$ cat src/rtl/nibble_serial_add_arbiter.sv
// rtl/nibble_serial_add_arbiter.sv - two-port round-robin arbiter sharing one nibble-serial 4-bit adder

module ripple_carry_4_bit_adder (
  input  logic [3:0] a,
  input  logic [3:0] b,
  input  logic       c_in,
  output logic [3:0] s,
  output logic       c_out
);
  logic [4:0] c;

  always_comb begin
    c    = '0;
    s    = '0;
    c[0] = c_in;
    for (int i = 0; i < 4; i++) begin
      s[i]     = a[i] ^ b[i] ^ c[i];
      c[i + 1] = (a[i] & b[i]) | (c[i] & (a[i] ^ b[i]));
    end
    c_out = c[4];
  end
endmodule

module nibble_serial_add_arbiter #(
  parameter int WIDTH   = 16,
  parameter int NIBBLES = WIDTH / 4
) (
  input  logic             clk,
  input  logic             rst_n,
  input  logic             req_0,
  input  logic [WIDTH-1:0] a_0,
  input  logic [WIDTH-1:0] b_0,
  input  logic             cin_0,
  input  logic             req_1,
  input  logic [WIDTH-1:0] a_1,
  input  logic [WIDTH-1:0] b_1,
  input  logic             cin_1,
  output logic             ack_0,
  output logic             ack_1,
  output logic             busy,
  output logic             done,
  output logic             done_id,
  output logic [WIDTH-1:0] sum,
  output logic             cout
);
  localparam int IW = (NIBBLES > 1) ? $clog2(NIBBLES) : 1;

  typedef enum logic [1:0] {IDLE, RUN, DONE} state_t;

  state_t           state, state_d;
  logic [IW-1:0]    idx, idx_d;
  logic             carry, carry_d;
  logic             last_grant, last_grant_d;
  logic [WIDTH-1:0] lat_a, lat_a_d, lat_b, lat_b_d;
  logic [WIDTH-1:0] sum_d;
  logic             ack_0_d, ack_1_d, busy_d, done_d, done_id_d, cout_d;
  logic             winner;
  logic [3:0]       add_s;
  logic             add_c;

  ripple_carry_4_bit_adder u_adder (
    .a     (lat_a[4*idx +: 4]),
    .b     (lat_b[4*idx +: 4]),
    .c_in  (carry),
    .s     (add_s),
    .c_out (add_c)
  );

  // On contention the port that was not granted last wins.
  assign winner = req_1 & (~req_0 | ~last_grant);

  always_comb begin
    state_d      = state;
    idx_d        = idx;
    carry_d      = carry;
    last_grant_d = last_grant;
    lat_a_d      = lat_a;
    lat_b_d      = lat_b;
    sum_d        = sum;
    cout_d       = cout;
    done_id_d    = done_id;
    ack_0_d      = 1'b0;
    ack_1_d      = 1'b0;
    busy_d       = busy;
    done_d       = 1'b0;
    case (state)
      IDLE: begin
        if (req_0 || req_1) begin
          lat_a_d      = winner ? a_1 : a_0;
          lat_b_d      = winner ? b_1 : b_0;
          carry_d      = winner ? cin_1 : cin_0;
          idx_d        = '0;
          last_grant_d = winner;
          done_id_d    = winner;
          ack_0_d      = ~winner;
          ack_1_d      = winner;
          busy_d       = 1'b1;
          state_d      = RUN;
        end
      end
      RUN: begin
        sum_d[4*idx +: 4] = add_s;
        carry_d           = add_c;
        idx_d             = idx + IW'(1);
        if (idx == IW'(NIBBLES - 1)) begin
          cout_d  = add_c;
          done_d  = 1'b1;
          state_d = DONE;
        end
      end
      DONE: begin
        busy_d  = 1'b0;
        state_d = IDLE;
      end
      default: state_d = IDLE;
    endcase
  end

  always_ff @(posedge clk) begin
    if (!rst_n) begin
      state      <= IDLE;
      idx        <= '0;
      carry      <= 1'b0;
      last_grant <= 1'b1;
      lat_a      <= '0;
      lat_b      <= '0;
      sum        <= '0;
      cout       <= 1'b0;
      done_id    <= 1'b0;
      ack_0      <= 1'b0;
      ack_1      <= 1'b0;
      busy       <= 1'b0;
      done       <= 1'b0;
    end else begin
      state      <= state_d;
      idx        <= idx_d;
      carry      <= carry_d;
      last_grant <= last_grant_d;
      lat_a      <= lat_a_d;
      lat_b      <= lat_b_d;
      sum        <= sum_d;
      cout       <= cout_d;
      done_id    <= done_id_d;
      ack_0      <= ack_0_d;
      ack_1      <= ack_1_d;
      busy       <= busy_d;
      done       <= done_d;
    end
  end
endmodule
$ cat config.mk
export PLATFORM = sky130hd
export DESIGN_NAME = nibble_serial_add_arbiter
export DESIGN_NICKNAME = d
export VERILOG_FILES = /design/src/rtl/nibble_serial_add_arbiter.sv
export SDC_FILE = /design/constraint.sdc
export NUM_CORES = 1
export LEC_CHECK = 0
export CELL_PAD_IN_SITES_DETAIL_PLACEMENT = 0
export CELL_PAD_IN_SITES_GLOBAL_PLACEMENT = 2
export CORE_MARGIN = 2
export CORE_UTILIZATION = 25
export DETAILED_ROUTE_END_ITERATION = 8
export PLACE_DENSITY = 0.76
export SLEW_MARGIN = 20
export SYNTH_ARGS = -nofsm -noshare
export SYNTH_HDL_FRONTEND = slang
export SYNTH_SLANG_ARGS = --single-unit
$ cat constraint.sdc
create_clock -name clk -period 2.7 [get_ports clk]
set_input_delay 0.27 -clock clk [delete_from_list [all_inputs] [get_ports clk]]
set_output_delay 0.27 -clock clk [all_outputs]
set_load 0.05 [all_outputs]
==> results.md, run 1 <==
- The origin of the critical flop-to-flop path is idx[0].
- No sink is reached through more buffers than the 2 on the longest clock path.
- Derived from the worst setup path, the maximum achievable clock frequency is 385 MHz.
- The critical path is of the reg2reg type.
- The root cell of the clock tree is clkbuf_16.
- The count of port buffers added during placement is 91.
- Among all flip-flop cells after synthesis, the most frequent one is dfxtp_1.
- The setup TNS is 0 ps.
- IR analysis of the VDD net gives a maximum drop of 302 uV.
- For the pin with the worst max-slew slack, the measured transition is 740 ps.
- Clock-pin slew was measured on the worst setup and hold paths at 60 ps.
- The weighted congestion reported at the end of routability-driven placement is 0.783.
- The distinct cell type count of the synthesized netlist is 39.
- The slowest library cell on the worst path is fa_2.
- The H-tree was split into 3 levels.
- The final layout contains 463 nets.
- The routed via count is 2544.
- The setup check on the worst reg-to-reg path leaves a slack of 100 ps.
- The endpoint identified for the worst register-to-register timing path is sum[7].
- The routed design uses 410 um of met3 wire.
- Dividing the synthesized area by the synthesized cell count gives 10.1 um2.
- The total count of hold-check failures in the final report was 0.
- In this run the biggest area consumer among cell types represents 40.4% of the synthesized area.
- The sequential cell area in the final layout is 1200 um2.
- The power after layout is 2.66 mW.
- The number of synthesized flops with an enable pin is 0.
- The antenna diode instance count is 0.
- The family with the most delay on the worst path is adder cells.
- The number of violations of the max-capacitance limit is 0.
- In the detailed route, the total length drawn on met2 is 3.82 mm.
- After synthesis, flip-flops and latches occupy 40.4% of the total area.
- For this design the ratio of total power to cell area is 613 nW/um2.
- Summing all multi-input logic gate instances after layout gives 1590 um2.
- For this run the aggregate overflow at the end of global routing stands at 0.
- The final critical path takes up 96.1% of the cycle.
- Using the TritonRoute via totals, the vias-per-cell ratio works out to 4.79.
- The sink of the worst hold path is sum[10].
- The uppermost layer routed is met4.
- Traced cell by cell, the critical path runs through mux4_2 -> fa_2 -> inv_2 -> fa_2 -> fa_1 -> inv_1 -> fa_2 -> nand4_1 -> a21oi_1.
- The clock net in this run drives a total of 60 sinks.
- The total of endpoints with negative setup slack in the final report is 0.
- The cell count of the worst reg-to-reg path is 9.
- On the worst path, the slowest cell contributes a delay of 580 ps.
- The worst setup path is launched from a flip-flop.
- The worst hold path was traced through 2 stages.
- Cell internal power was estimated by the tool at 1.91 mW.
- The switching power is 0.747 mW.
- Per report_power, the sequential group accounts for 37.9% of the total.
- Counting every instance in the synthesized netlist gives 294.
- The wire length of the first global-routing pass is 12.5 mm.
- In this run the count of I/O pins placed on the die edge is 92.
- Per report_power, the combinational group accounts for 20.7% of the total.
- After synthesis, the cell types taking the most area are dfxtp_1, mux2i_1, a211oi_1.
- The sum of routed wire segments on met1 is 3.61 mm.
- Relative to the synthesized area, the layout overhead comes to 45.9%.
- Counting instances in the post-synthesis netlist gives the leading cell types as dfxtp_1, a21oi_1, mux2i_1, a211oi_1.
- The clock share of power is 41.4%.
- The required time reported for the critical path endpoint is 2960 ps.
- The routed length per placed instance is 15.1 um.
- The relative slew slack is 50.7%.
- The signal arrival time at the worst endpoint is 2850 ps.
- The max-slew violation count was 0.
- After filler insertion, the fill cell instance count of the layout stands at 1167.
- The cell that appears most often on the critical path is fa_2.
- The final layout contains routed wiring with a total length of 8.00 mm.
- The number of buffers inserted for hold repair after clock tree synthesis is 0.
- The worst path needs 2600 ps of the cycle, external delays included.
- The number of global-route vias before repair came to 2474.
- The aggregate global-route resource usage is 12.6%.
- Once detail routing completed, the nets flagged for antenna violations numbered 0.
- After detailed routing, the number of remaining DRC violations is 6.
- The core region is 11500 um2.
- Clock latency on the worst-skew pair, taken at its later pin, is 330 ps.
- Summed over all nets, the half-perimeter wirelength after detailed placement is 6.07 mm.
- Entering global routing, the biggest net connects 36 pins.
- The chip width is 113 um.
- The share of final-layout standard cells stronger than drive strength 1 is 12.1%.
- dfxtp_1 takes more of the synthesized area than any other cell.
- In the synthesized netlist the async set-or-reset flop fraction comes to 0%.
- The nature of the critical path endpoint is a flip-flop.
- The cell leakage power is 1.57 nW.
- The worst path buffer plus inverter count is 2.
- The largest fanout of any net on the critical path is 5.
- The total die area is 12800 um2.
- Net switching is 28.1% of the power.
- The cell with the most instances after synthesis is dfxtp_1.
- The y dimension of the die is 113 um.
- After clock tree synthesis, the setup repair step added 0 buffers.
- The number of detailed-route iterations in the first pass is 6.
- Setup repair after global routing could not meet its margin everywhere.
- In this run the core area contains 39 standard-cell rows.
- The violation count after the first detailed-routing iteration is 92.
- The number of nets in the synthesized netlist is 374.
- Measured on the finished design, the core utilization comes to 37.6%.
- The initial antenna violation count was 0.
- After synthesis the netlist holds a flip-flop and latch count of 60.
- The flow ran to the end, but the final reports show violations.
- The min-delay analysis places its worst path in the category reg2reg.
- The clock skew after layout is 8.37 ps.
- The checks that failed: DRC.
- The clock tree from TritonCTS is built.
- The cell area that synthesis handed to floorplanning was 2970 um2.
- Yosys printed 0 warnings.
- For this configuration, the core starts out at a cell density of 25.8%.
- The clock buffer count from CTS is 9.
- The worst hold path begins at sum[10].
- The number of instances resized during post-cts repair is 0.
==> metrics by stage <==
step	area (um2)	setup slack [ps]	hold WS [ps]	cells
floorplan	2980	11.5	436	294
global placement	4030	56.5	444	515
detailed placement	4030	25.2	447	515
CTS	4330	15.5	454	531
global route	4330	-40.5	466	531
finish	4330	104	450	531
==> cells by family (layout without fill, tap and decap cells) <==
logic type	Yosys count	after routing	share of synthesized area [%]
and+or+nand+nor	50	50	9.39
buffers and inverters	37	131	6.44
AOI/OAI and AO/OA	96	96	21.3
muxes	41	41	17.2
DFF	60	60	40.4
adders and majority gates	10	10	5.22
==> sequential cells by signal, indices dropped and copies added, names as in the netlist, 2 cells and up <==
signal  flops
idx         2
state       2
lat_a      16
lat_b      16
sum        16
==> final cells by class <==
| cell class | count | area share (%) |
|---|---|---|
| clock buffers | 10 | 5.77 |
| repair buffers | 103 | 23.4 |
| well taps | 143 | 4.13 |
| multi-input cells | 197 | 36.8 |
| clock inverters | 6 | 1.10 |
| flip-flops and latches | 60 | 27.8 |
| inverters | 12 | 1.04 |
==> power by group through the flow <==
stage          Combinational [mW]  Clock (mW)  Sequential (mW)
6_report                    0.550        1.10             1.01
2_1_floorplan               0.317           0             1.04
3_3_place_gp                0.546           0             1.02
3_5_place_dp                0.555           0             1.02
4_1_cts                     0.556        1.12             1.01
5_1_grt                     0.606        1.16             1.01
==> worst register-to-register path: cells and delay by family (launching register included) <==
family	cells	cell delay, ps
simple gates	1	100
flops	1	370
fa+ha+maj	4	1300
compound gates	1	130
buf+inv	2	110
mux	1	520
==> worst max-delay path by stage <==
stage / startpoint / end / slack (ps) / cells past startpoint
after floorplan: idx[0] / sum[11] / 10 / 10
after global placement: idx[0] / sum[15] / 60 / 9
after detailed placement: idx[0] / sum[15] / 30 / 9
after CTS: idx[0] / sum[15] / 20 / 9
after global routing: idx[0] / sum[7] / -40 / 9
final: idx[0] / sum[7] / 100 / 9
==> layer usage <==
layer	global-route usage, %	vias up
li1	-	1280
met1	15.9	1178
met2	20.6	73
met3	3.43	13
met4	4.88	0
met5	0	-
==> cell usage in the layout, fill, tap and decap left out, types with 9 or more instances in the layout <==
master	synthesis	routed
mux2i_1	33	33
clkbuf_16	0	10
buf_4	4	11
clkdlybuf4s50_1	0	91
a21oi_1	43	43
a211oi_1	31	31
nand2_1	11	11
inv_1	10	9
dfxtp_1	60	59
nor2_1	10	10
Power figures use the tool's default switching activity.
==> run 2, diff against run 1 <==
Settings changed: CTS_BUF_LIST set to sky130_fd_sc_hd__clkbuf_16.
==> results of run 2 <==
Same layout as run 1: the final DEF is identical, and so are final timing and power.
